==> src/rtl/byte_lane_arbiter.sv <==
// Two-requester round-robin arbiter that serializes each granted 32-bit word
// onto a shared byte lane, MSB byte first, with per-word pop and lane pause.
module byte_lane_arbiter #(
   parameter int FIRST_PRIORITY = 0
) (
   input  logic        clk_4f,
   input  logic        reset_L,
   input  logic [31:0] data_in0,
   input  logic        valid_in0,
   output logic        pop_0,
   input  logic [31:0] data_in1,
   input  logic        valid_in1,
   output logic        pop_1,
   input  logic        pause,
   output logic [7:0]  data_out,
   output logic        valid_out,
   output logic        src_out,
   output logic [7:0]  words_sent
);

   typedef enum logic [2:0] {IDLE, S3, S2, S1, S0} state_t;

   state_t      r_state;
   state_t      w_next;
   logic [31:0] r_hold;
   logic        r_last_grant;
   logic [7:0]  r_data;
   logic        r_valid;
   logic        r_src;
   logic [7:0]  r_words;

   logic        w_window;
   logic        w_pop0;
   logic        w_pop1;
   logic        w_pop_any;
   logic [31:0] w_word;

   always_ff @(posedge clk_4f or negedge reset_L) begin
      if (!reset_L) r_state <= IDLE;
      else          r_state <= w_next;
   end

   always_comb begin
      w_next = r_state;
      case (r_state)
         IDLE:    w_next = w_pop_any ? S3 : IDLE;
         S3:      w_next = pause ? S3 : S2;
         S2:      w_next = pause ? S2 : S1;
         S1:      w_next = pause ? S1 : S0;
         S0:      w_next = pause ? S0 : (w_pop_any ? S3 : IDLE);
         default: w_next = IDLE;
      endcase
   end

   // Pops depend only on state, pause and the valids, never on data_in.
   always_comb begin
      w_window  = ((r_state == IDLE) || (r_state == S0)) && !pause && reset_L;
      w_pop0    = w_window && valid_in0 && (!valid_in1 || r_last_grant);
      w_pop1    = w_window && valid_in1 && (!valid_in0 || !r_last_grant);
      w_pop_any = w_pop0 || w_pop1;
      w_word    = w_pop1 ? data_in1 : data_in0;
      pop_0     = w_pop0;
      pop_1     = w_pop1;
   end

   always_ff @(posedge clk_4f or negedge reset_L) begin
      if (!reset_L) begin
         r_hold       <= 32'd0;
         r_last_grant <= (FIRST_PRIORITY == 0) ? 1'b1 : 1'b0;
         r_data       <= 8'd0;
         r_valid      <= 1'b0;
         r_src        <= 1'b0;
      end else if (pause) begin
         r_valid <= 1'b0;
      end else if (w_pop_any) begin
         r_hold       <= w_word;
         r_last_grant <= w_pop1;
         r_data       <= w_word[31:24];
         r_valid      <= 1'b1;
         r_src        <= w_pop1;
      end else begin
         case (r_state)
            S3: begin
               r_data  <= r_hold[23:16];
               r_valid <= 1'b1;
            end
            S2: begin
               r_data  <= r_hold[15:8];
               r_valid <= 1'b1;
            end
            S1: begin
               r_data  <= r_hold[7:0];
               r_valid <= 1'b1;
            end
            default: r_valid <= 1'b0;
         endcase
      end
   end

   // A word counts as sent when the lane leaves its last byte unpaused.
   always_ff @(posedge clk_4f or negedge reset_L) begin
      if (!reset_L)                       r_words <= 8'd0;
      else if (!pause && r_state == S0)   r_words <= r_words + 8'd1;
   end

   assign data_out   = r_data;
   assign valid_out  = r_valid;
   assign src_out    = r_src;
   assign words_sent = r_words;

endmodule

==> config.mk <==
export PLATFORM = sky130hd
export DESIGN_NAME = byte_lane_arbiter
export DESIGN_NICKNAME = d
export VERILOG_FILES = /design/src/rtl/byte_lane_arbiter.sv
export SDC_FILE = /design/constraint.sdc
export NUM_CORES = 1
export LEC_CHECK = 0
export CAP_MARGIN = 20
export CORE_UTILIZATION = 25
export CTS_CLUSTER_SIZE = 10
export DETAILED_ROUTE_END_ITERATION = 8
export PLACE_DENSITY = 0.61
export SLEW_MARGIN = 10
export SYNTH_ARGS = -nofsm -noshare
export SYNTH_HDL_FRONTEND = slang
export SYNTH_SLANG_ARGS = --single-unit
==> constraint.sdc <==
create_clock -name clk_4f -period 3.5 [get_ports clk_4f]
set_clock_uncertainty 0.2 [all_clocks]
set_input_delay 0.35 -clock clk_4f [delete_from_list [all_inputs] [get_ports clk_4f]]
set_output_delay 0.35 -clock clk_4f [all_outputs]
set_load 0.01 [all_outputs]
; ---- Word level (Yosys, flattened, before mapping)
; Cells that the tools add are included.
[totals]
regBits = 46
in_bits = 69
[classes]
add_sub_neg = 1
eq_ne = 4
n_mux = 12
bitwise_logic = 1
n_reduce_logical = 20
[ops]
columns = operator, n
row1 = $mux 32, 1
row2 = $pmux 8 s3, 1
row3 = $pmux 3 s5, 1
row4 = $add 8x1->8 const B, 1
row5 = $mux 8, 1
row6 = $logic_and 1x1->1, 7
row7 = $eq 3x2->1 const B, 2
row8 = $mux 3, 2
row9 = $mux 1, 5
row10 = $logic_not 1->1, 4
row11 = $logic_or 1x1->1, 4
row12 = $reduce_and 2->1, 2
row13 = $reduce_bool 4->1, 1
row14 = $eq 3x1->1 const B, 1
row15 = $eq 3x3->1 const B, 1
row16 = $logic_not 3->1, 1
row17 = $reduce_or 3->1, 1
row18 = $mux 2, 1
row19 = $not 1->1, 1

; ---- Depth between registers and ports, before layout
[depth]
word_depth = 10
mapped_depth = 7

; ---- Least setup slack after synthesis
; Ideal clock, no wire load.
[synth_timing]
path_kind = input port to output port
start = in valid_in0
end = out pop_0
arrival_time_ns = 1.232
required_time_ns = 2.950
setup_slack_ns = 1.718
cell_stages = 4
n_path_buf = 2
path_cell_list = buf_2 a21boi_1 clkbuf_1 nor2_1
[synth_via]
elab_chain_cells = 2
[synth_lines]
columns = element, line
row1 = from (decl), 9  ; input logic valid_in0,
row2 = $logic_and 1x1->1 (2 in a row), 58  ; w_pop0 = w_window && valid_in0 && (!valid_in1 || r_last_grant);
row3 = to (decl), 10  ; output logic pop_0,
; Every way passes these cells.

; ---- Worst setup path in the final report
[layout_timing]
start = reg r_state[0]
end = out pop_0
[layout_via]
elab_chain_cells = 6
word_cells_on_any_way = 7
cone_classes = eq/ne (1) / reduce/logical (6)
[layout_lines]
columns = element, line
row1 = from (decl), 23  ; state_t r_state;
row2 = from (signal assigned), 40  ; else r_state <= w_next;
row3 = $eq 3x3->1 / $logic_not 3->1 (equally long branches), 57  ; w_window = ((r_state == IDLE) || (r_state == S0)) && !pause && reset_L;
row4 = $logic_or 1x1->1 *, 57
row5 = $logic_and 1x1->1 * (2 in a row), 57
row6 = $logic_and 1x1->1 * (2 in a row), 58
; Mark *: on every way between the ends. The rest lies on a longest branch, timed or not.

==> flow_summary.ini <==
[grt]
grt_pass1_wl_um = 9980
first_global_vias = 2013
grt_max_degree = 49
grtUsageMet1_pct = 17.3
antenna_found_initial = 0
use_met3_pct = 3.33
top_usage_layer = met2
overflow = 0
track_usage_pct = 12.9
grtUsageMet2_pct = 21.2

[timing]
fin_setup_tns_ps = 0
slew_headroom_pct = 48.5
period_minus_slack_ps = 2760
setup_violations = 0
finalCritPeriodShare_pct = 78.8
setup_ws_ps = 741
worstMarginPinSlew_ps = 772
hold_viol_final = 0
hold_ws_ps = 278
clock.fmax_ghz = 0.362
drv_slew = 0
rsz0062_at_grt = no

[layout]
fillers = 911
area_growth_pct = 45.8
layout.nets = 397
diodes = 0
final_cell_area_um2 = 3410
drive_gt1_share_pct = 8.84
final_util_pct = 38.4
finalNonFillerCells = 436

[pwr]
p_int_mw = 1.43
leakagePower_nw = 1.39
switching_power_mw = 0.781
clockPowerShare_pct = 16.3
cellPowerDensity_nw_per_um2 = 648
pwr-share-seq_pct = 42.6
power_mw = 2.21
vdd_ir_drop_max_uv = 185
combPwrFrac_pct = 41.1
sw_frac_of_total_pct = 35.3

[placed_design]
io_buffers = 88
place_area_um2 = 3300
pre_cts_ws_ps = 805
dp_cells = 427
routabilityCongestion = 0.722
hpwl_um = 4620

[setup_path]
critPathRequiredTime_ps = 2950
startpoint = r_state[0]
critPathMaxFanout = 14
r2r-end = r_hold[8]
rr_worst_depth = 5
startpoint_type = flip-flop
crit_path_end_kind = output pin
r2r_slack_ps = 1200
cp.arrival_ps = 2210
crit_type = flip-flop to output pin
reg2reg_from = r_state[0]

[routing]
drtPass1Iterations = 4
antenna_left = 0
drt_iter0_drc = 90
post_drt_via_cell_ratio = 4.74
route.detailed.drc = 0
wl_um = 5980
vias = 2068
wl_per_cell_um = 13.7

[floorplan]
dieArea_um2 = 9750
rows = 34
io_pins = 89
die_h_um = 98.8
start_util_pct = 26.3
core-area_um2 = 8890
die_w_um = 98.8

[synth]
ys_ff_latch = 46
muxShareOfSynthArea_pct = 3.90
yosysWarningCount = 0
ys.flop_type = dfrtp_1
synth_common_cells = nand2_1 (63), dfrtp_1 (45), nor2_1 (29)
yosysTopAreaCell = dfrtp_1
synth.most_common_cell = nand2_1
yosys-top-cells-area = dfrtp_1 (48%), nand2_1 (10%), a31oi_1 (6.4%), nor2_1 (4.6%), o221a_2 (3.8%)
synthDistinctLibCells = 36
async_flop_share_pct = 100
synth-compound-area-share_pct = 18.7
synthesis.area_um2 = 2340
synthAdderAreaFrac_pct = 0.534
syn_nets = 314
synth_cells = 244
netlist.area_leader.share_pct = 48.1
avgSynthCellArea_um2 = 9.59
yosys.area_share.xor_xnor_pct = 2.99
synth_top_family_by_area = simple AND/OR/NAND/NOR gates
ys_seq_area_share_pct = 49.2
synth-simple-area-share_pct = 20.6
synth-edff-count = 0

[cts]
cts_buffers = 5
ctsHtreeMaxLevel = 2
cts_tree = yes
cts_resized = 0
post_cts_buffers = 0
clock-sinks = 46
clk_latency_ps = 300
clockBufferDepth = 2
holdBufCountCts = 1
cts.reportedPaths.clkPinSlew_ps = 80
root_buffer = clkbuf_8

[job]
maxCapViolCount = 0

[min_path]
min_delay_path_depth = 1
hold_end = words_sent[7]
min_from = words_sent[7]
min-delay-path-class = flip-flop to flip-flop

[run_status]
status = finished, final reports clean
## cells in the final DEF (no fill, tap or decap), drive strengths merged, types with 5 or more instances in the layout
| cell | netlist | routed |
|---|---|---|
| nor2 | 29 | 29 |
| a31oi | 24 | 24 |
| clkbuf | 7 | 7 |
| nand2 | 63 | 63 |
| buf | 10 | 5 |
| o221a | 8 | 8 |
| dfrtp | 45 | 45 |
| o32a | 8 | 8 |
| clkdlybuf4s50 | 0 | 87 |
| o211ai | 8 | 8 |
| mux2i | 8 | 8 |
## cell type report
type,instances,area (um2),area share (%)
clock buffer,7,96.3,2.82
sequential,46,1150,33.8
timing repair buffer,93,916,26.8
tap,108,135,3.96
multi-input combinational,179,1100,32.1
inverter,2,7.51,0.220
clock inverter,1,8.76,0.257
## critical path, stage by stage (launching register included)
cell             delay, ps
dfrtp_1                670
nor4b_4                490
nand2_1                130
nor2_1                 100
clkdlybuf4s50_1        540
## power groups by stage
| stage | Combinational, mW | Clock (mW) | Sequential, mW |
|---|---|---|---|
| 6_report | 0.909 | 0.360 | 0.943 |
| 5_1_grt | 1.02 | 0.389 | 0.979 |
| 4_1_cts | 0.923 | 0.378 | 0.950 |
| 3_5_place_dp | 0.919 | 0 | 0.962 |
| 3_3_place_gp | 0.904 | 0 | 0.954 |
| 2_1_floorplan | 0.572 | 0 | 0.930 |
## worst max-delay path by stage
stage             to  slack, ps  depth (start not counted)
5_1_grt        pop_0        610                          4
6_report       pop_0        740                          4
2_1_floorplan  pop_0       1720                          4
4_1_cts        pop_0        700                          4
3_5_place_dp   pop_0        810                          5
3_3_place_gp   pop_0        830                          5
## registers in the layout (all words and copies together), names as in the netlist
signal,flops
src_out,1
r_state,3
r_last_grant,1
r_hold,24
words_sent,8
valid_out,1
data_out,8
## routing by layer
layer  routed length, um  up-vias
met3                 461        4
met5                   0        -
li1                    -     1039
met4                  34        0
met2                2630       81
met1                2850      944
## cells by family (layout without fill, tap and decap cells)
| kind of cell | Yosys count | count (layout) |
|---|---|---|
| flip-flops | 46 | 46 |
| buffers and inverters | 19 | 103 |
| AO/OA/AOI/OAI | 56 | 56 |
| multiplexers | 9 | 9 |
| XOR/XNOR | 8 | 8 |
| AND/OR/NAND/NOR | 105 | 105 |
| adder cells (fa/ha/maj) | 1 | 1 |
No activity file was read; power rests on OpenSTA's default activity.
